[src/rtl/logic_reduce_acc_amisha_pkg.sv]
// Shared encodings for the logic-reduction accumulator.
// Mode codes and FSM state codes used by the top and the lane reducer.
package logic_reduce_acc_amisha_pkg;

   typedef enum logic [1:0] {
      MODE_AND  = 2'b00,
      MODE_OR   = 2'b01,
      MODE_XOR  = 2'b10,
      MODE_NAND = 2'b11
   } mode_e;

   typedef enum logic [1:0] {
      ST_IDLE = 2'b00,
      ST_ACC  = 2'b01,
      ST_HOLD = 2'b10
   } state_e;

endpackage

[src/rtl/logic_reduce_acc_amisha_lane_reduce.sv]
// lane_reduce_amisha: combinational LANES x WIDTH bitwise reducer.
// NAND reduces with AND; the final inversion happens after packet folding.
module lane_reduce_amisha
   import logic_reduce_acc_amisha_pkg::*;
#(
   parameter int WIDTH = 8,
   parameter int LANES = 3
) (
   input  mode_e                    mode,
   input  logic [LANES*WIDTH-1:0]   data,
   output logic [WIDTH-1:0]         red
);

   always_comb begin
      red = data[WIDTH-1:0];
      for (int k = 1; k < LANES; k++) begin
         unique case (mode)
            MODE_AND,
            MODE_NAND: red = red & data[k*WIDTH +: WIDTH];
            MODE_OR:   red = red | data[k*WIDTH +: WIDTH];
            MODE_XOR:  red = red ^ data[k*WIDTH +: WIDTH];
            default:   red = red & data[k*WIDTH +: WIDTH];
         endcase
      end
   end

endmodule

[src/rtl/logic_reduce_acc_amisha.sv]
// Registered multi-lane logic gate that folds each beat into a packet result.
// Optional beat counter on out_beats_amisha when LOGIC_REDUCE_BEATCNT_EN is defined.
module logic_reduce_acc_amisha
   import logic_reduce_acc_amisha_pkg::*;
#(
   parameter int WIDTH = 8,
   parameter int LANES = 3,
   parameter int CNT_W = 8
) (
   input  logic                   clk_amisha,
   input  logic                   rst_n_amisha,
   input  logic [1:0]             mode_amisha,
   input  logic                   in_valid_amisha,
   output logic                   in_ready_amisha,
   input  logic [LANES*WIDTH-1:0] in_data_amisha,
   input  logic                   in_last_amisha,
   output logic                   out_valid_amisha,
   input  logic                   out_ready_amisha,
`ifdef LOGIC_REDUCE_BEATCNT_EN
   output logic [CNT_W-1:0]       out_beats_amisha,
`endif
   output logic [WIDTH-1:0]       out_data_amisha
);

   if (LANES < 2 || CNT_W < 1) begin : g_bad_cfg
      $error("logic_reduce_acc_amisha: LANES must be >= 2, CNT_W >= 1");
   end

   state_e            state_q, state_d;
   mode_e             mode_q, eff_mode;
   logic [WIDTH-1:0]  acc_q, data_q;
   logic [WIDTH-1:0]  red, folded, result;
   logic              beat, first;

   assign in_ready_amisha  = (state_q != ST_HOLD);
   assign out_valid_amisha = (state_q == ST_HOLD);
   assign out_data_amisha  = data_q;

   assign beat     = in_valid_amisha & in_ready_amisha;
   assign first    = (state_q == ST_IDLE);
   assign eff_mode = first ? mode_e'(mode_amisha) : mode_q;

   lane_reduce_amisha #(
      .WIDTH (WIDTH),
      .LANES (LANES)
   ) u_lane_reduce (
      .mode (eff_mode),
      .data (in_data_amisha),
      .red  (red)
   );

   always_comb begin
      folded = red;
      if (!first) begin
         unique case (eff_mode)
            MODE_AND,
            MODE_NAND: folded = acc_q & red;
            MODE_OR:   folded = acc_q | red;
            MODE_XOR:  folded = acc_q ^ red;
            default:   folded = acc_q & red;
         endcase
      end
      result = (eff_mode == MODE_NAND) ? ~folded : folded;
   end

   always_comb begin
      state_d = state_q;
      unique case (state_q)
         ST_IDLE: begin
            if (in_valid_amisha)
               state_d = in_last_amisha ? ST_HOLD : ST_ACC;
         end
         ST_ACC: begin
            if (in_valid_amisha && in_last_amisha)
               state_d = ST_HOLD;
         end
         ST_HOLD: begin
            if (out_ready_amisha)
               state_d = ST_IDLE;
         end
         default: state_d = ST_IDLE;
      endcase
   end

   always_ff @(posedge clk_amisha or negedge rst_n_amisha) begin
      if (!rst_n_amisha) begin
         state_q <= ST_IDLE;
      end else begin
         state_q <= state_d;
      end
   end

   always_ff @(posedge clk_amisha or negedge rst_n_amisha) begin
      if (!rst_n_amisha) begin
         mode_q <= MODE_AND;
         acc_q  <= '0;
         data_q <= '0;
      end else if (beat) begin
         acc_q <= folded;
         if (first)
            mode_q <= eff_mode;
         if (in_last_amisha)
            data_q <= result;
      end
   end

`ifdef LOGIC_REDUCE_BEATCNT_EN
   logic [CNT_W-1:0] cnt_q, cnt_nxt, beats_q;

   // Count restarts on the first beat and saturates rather than wrapping.
   always_comb begin
      if (first)
         cnt_nxt = CNT_W'(1);
      else if (&cnt_q)
         cnt_nxt = cnt_q;
      else
         cnt_nxt = cnt_q + CNT_W'(1);
   end

   always_ff @(posedge clk_amisha or negedge rst_n_amisha) begin
      if (!rst_n_amisha) begin
         cnt_q   <= '0;
         beats_q <= '0;
      end else if (beat) begin
         cnt_q <= cnt_nxt;
         if (in_last_amisha)
            beats_q <= cnt_nxt;
      end
   end

   assign out_beats_amisha = beats_q;
`endif

endmodule
[config.mk]
export PLATFORM = sky130hd
export DESIGN_NAME = logic_reduce_acc_amisha
export DESIGN_NICKNAME = d
export VERILOG_FILES = /design/src/rtl/logic_reduce_acc_amisha_pkg.sv /design/src/rtl/logic_reduce_acc_amisha_lane_reduce.sv /design/src/rtl/logic_reduce_acc_amisha.sv
export SDC_FILE = /design/constraint.sdc
export NUM_CORES = 1
export LEC_CHECK = 0
export CORE_MARGIN = 2
export CORE_UTILIZATION = 50
export CTS_BUF_LIST = sky130_fd_sc_hd__clkbuf_4
export CTS_CLUSTER_DIAMETER = 200
export DETAILED_ROUTE_END_ITERATION = 7
export GPL_TIMING_DRIVEN = 0
export PLACE_DENSITY = 0.81
export SYNTH_ARGS = -nofsm -noshare
export SYNTH_HDL_FRONTEND = slang
export SYNTH_SLANG_ARGS = --single-unit
export TNS_END_PERCENT = 10
[constraint.sdc]
create_clock -name clk_amisha -period 3.8 [get_ports clk_amisha]
set_input_delay 1.14 -clock clk_amisha [delete_from_list [all_inputs] [get_ports clk_amisha]]
set_output_delay 1.14 -clock clk_amisha [all_outputs]
set_load 0.005 [all_outputs]
==> results.toml <==
[outcome]
outcome = "completed"

[power_and_ir_drop]
vdd_drop_max_mv = 0.2557
power_density_mw_per_mm2 = 589.1
power.leakage_nw = 1.706

[synthesis]
avgSynthCellArea_um2 = 7.992
synth_area_leaders = "ha_1 (26%), dfrtp_1 (20%), inv_1 (9.9%)"
synth_top_cell_area_share_pct = 26.01
synth_compound_area_share_pct = 16.47
synthMuxAreaShare_pct = 1.734
synthSimpleGateAreaFrac_pct = 21.83
yosysSeqAreaShare_pct = 20.40
synthAdderAreaFrac_pct = 26.01
synth-edff-count = 0
ys_types = 33
synth_nets = 389
yosysWarningCount = 0
ys.flop_type = "dfrtp_1"
async_flop_share_pct = 100.0
synth_top_family_by_area = "adder cells"
synth.cell_area_mm2 = 0.002454
yosysTopAreaCell = "ha_1"
synthXorXnorAreaFrac_pct = 0
postSynthCellCount = 307
synth_seq_cells = 20

[clocking]
cts_sinks = 20
numCtsBuffers = 3
htree_levels = 1
path_clk_slew_ns = 0.13
clkLatencyLatePin_ns = 0.32
cts-root-buf = "clkbuf_4"
clk_path_buf_depth = 2
cts_tree = "done"

[route]
drt_first_iter_violations = 129
dr.pass1.iters = 4
viasPerCell = 5.316
routed_wl_um = 6143
wl_per_cell_um = 14.15
ant_nets = 0
drc = 0
num_vias = 2307

[sta]
final.setup_skew_ns = 0.008894
fin_crit_sh_pct = 99.39
worstMarginPinSlew_ns = 0.9612
fin_ws_ns = 0.02336
hold_viol_final = 0
max_freq_ghz = 0.2648
slew_violations = 0
setup_viol = 0
slew_headroom_pct = 35.72
setup-tns-final_ns = 0
fin_crit_ns = 3.777
fin_hold_ws_ns = 0.4874
grt_setup_unrepaired = "yes"

[layout]
final_common_cell = "inv_1"
area_growth_pct = 45.49
diodes = 0
fillers = 322
multiInputGateArea_mm2 = 0.001997
seq_area_um2 = 500.5
drive_gt1_share_pct = 25.07
final_cell_mix = "inv_1 (62), ha_1 (47), clkdlybuf4s50_1 (37)"
final_nets = 450

[hold_path]
min_path_type = "reg2reg"
whs_path_depth = 2
min-delay-start = "out_data_amisha[4]"

[run]
drv_cap = 0

[global_route]
grt_max_degree = 21
grt_pass1_wl_um = 9177
grt_pass1_vias = 2087
grt_usage_pct = 20.92
grt_antenna_before_repair = 0
grt-ovfl-total = 0

[place]
dp.final_hpwl_um = 4087
routabilityCongestion = 0.8274
port_buffers = 40
place_ws_ns = -0.7275

[worst_setup_path]
crit_type = "in2reg"
cp_max_fo = 7
regToRegSetupSlack_ns = 0.18
reg2reg_depth = 16
required_ns = 4.07
startpoint = "mode_amisha[0]"
crit_path_start_kind = "input pin"
arrival_ns = 4.04
end_kind = "flip-flop"
rr_startpoint = "state_q[1]"

[floorplan]
ios = 41
die-height_um = 74.05
die_area_mm2 = 0.005483
start_util_pct = 51.95
die_w_um = 74.05
core_mm2 = 0.004723
num_rows = 25
## cell families (layout without fill, tap and decap cells)
family | after synthesis | after routing
compound gates | 60 | 60
flops | 20 | 20
simple gates | 94 | 94
fa+ha+maj | 51 | 51
buf+inv | 78 | 138
mux | 4 | 4
## metrics by stage
stage	cell area [um2]	util [%]	total power, W	cells
floorplan	2554	-	0.001148	307
global placement	3038	64.32	0.001411	414
detailed placement	3038	64.32	0.001460	414
CTS	3261	69.03	0.001793	423
global route	3570	75.58	0.002262	434
finish	3570	75.58	0.002103	434
## worst paths after layout
check	endpoint
min reg2reg	out_data_amisha[4]
max in group asynchronous	acc_q[6]
min	out_data_amisha[4]
min in group asynchronous	out_data_amisha[2]
max	out_data_amisha[2]
max reg2reg	out_data_amisha[2]
## layer usage
layer  global-route usage (%)  part of all wire [%]  vias to the layer above
li1                         -                     -                     1146
met1                    25.47                    41                     1085
met5                        0                     0                        -
met3                    1.084                   3.2                        9
met4                    6.061                   1.7                        0
met2                    39.48                    54                       67
## where the power goes
part	internal (W)	total (W)	switching (W)
clock	0.000107	0.000182	0.0000752
combinational	0.000762	0.00157	0.000807
sequential	0.000301	0.000353	0.0000520
total	0.00117	0.00210	0.000934
## repair_timing
item / CTS / global route
gates cloned: 0 / 1
buffers inserted: 6 / 10
endpoints found under the setup margin: 16 / 16
gates resized for setup: 29 / 38
pin swaps: 13 / 29
endpoints found under the hold margin: 0 / 0
hold buffers: 0 / 0
## layout make-up
class / instances / area share (%)
inverters: 65 / 6.835
multi-input cells: 209 / 55.94
plain buffers: 12 / 4.101
flip-flops and latches: 20 / 14.02
repair buffers: 57 / 15.28
clock inverters: 1 / 0.8412
clock buffers: 3 / 0.6309
well taps: 67 / 2.348
## registers in the layout, indices dropped and copies added, names as in the netlist
signal	flops
acc_q	8
out_data_amisha	8
mode_q	2
state_q	2
## critical path: stages
cell           delay (ns)
dlygate4sd2_1        0.26
mux2i_4              0.19
ha_4                 0.24
buf_12               0.13
clkbuf_16            0.17
o21ai_4              0.13
inv_1                0.05
ha_1                 0.28
and2_4               0.16
o31ai_4              0.20
ha_1                 0.27
nand2_1              0.09
a311oi_2             0.13
or4_1                0.52
nand3_1              0.08
## Yosys cell counts, types with 4 or more instances
| master | n |
|---|---|
| a21oi_1 | 11 |
| a22oi_1 | 8 |
| a311oi_1 | 8 |
| and2_1 | 5 |
| buf_2 | 5 |
| buf_6 | 4 |
| dfrtp_1 | 20 |
| ha_1 | 51 |
| inv_1 | 65 |
| nand2_1 | 30 |
| nand2b_1 | 12 |
| nand3_1 | 8 |
| nor2b_1 | 12 |
| nor3_1 | 9 |
| o21ai_0 | 16 |
| o311a_1 | 5 |
| o31ai_1 | 5 |
| or2b_1 | 4 |
| or4_1 | 8 |
Power figures use the tool's default switching activity.
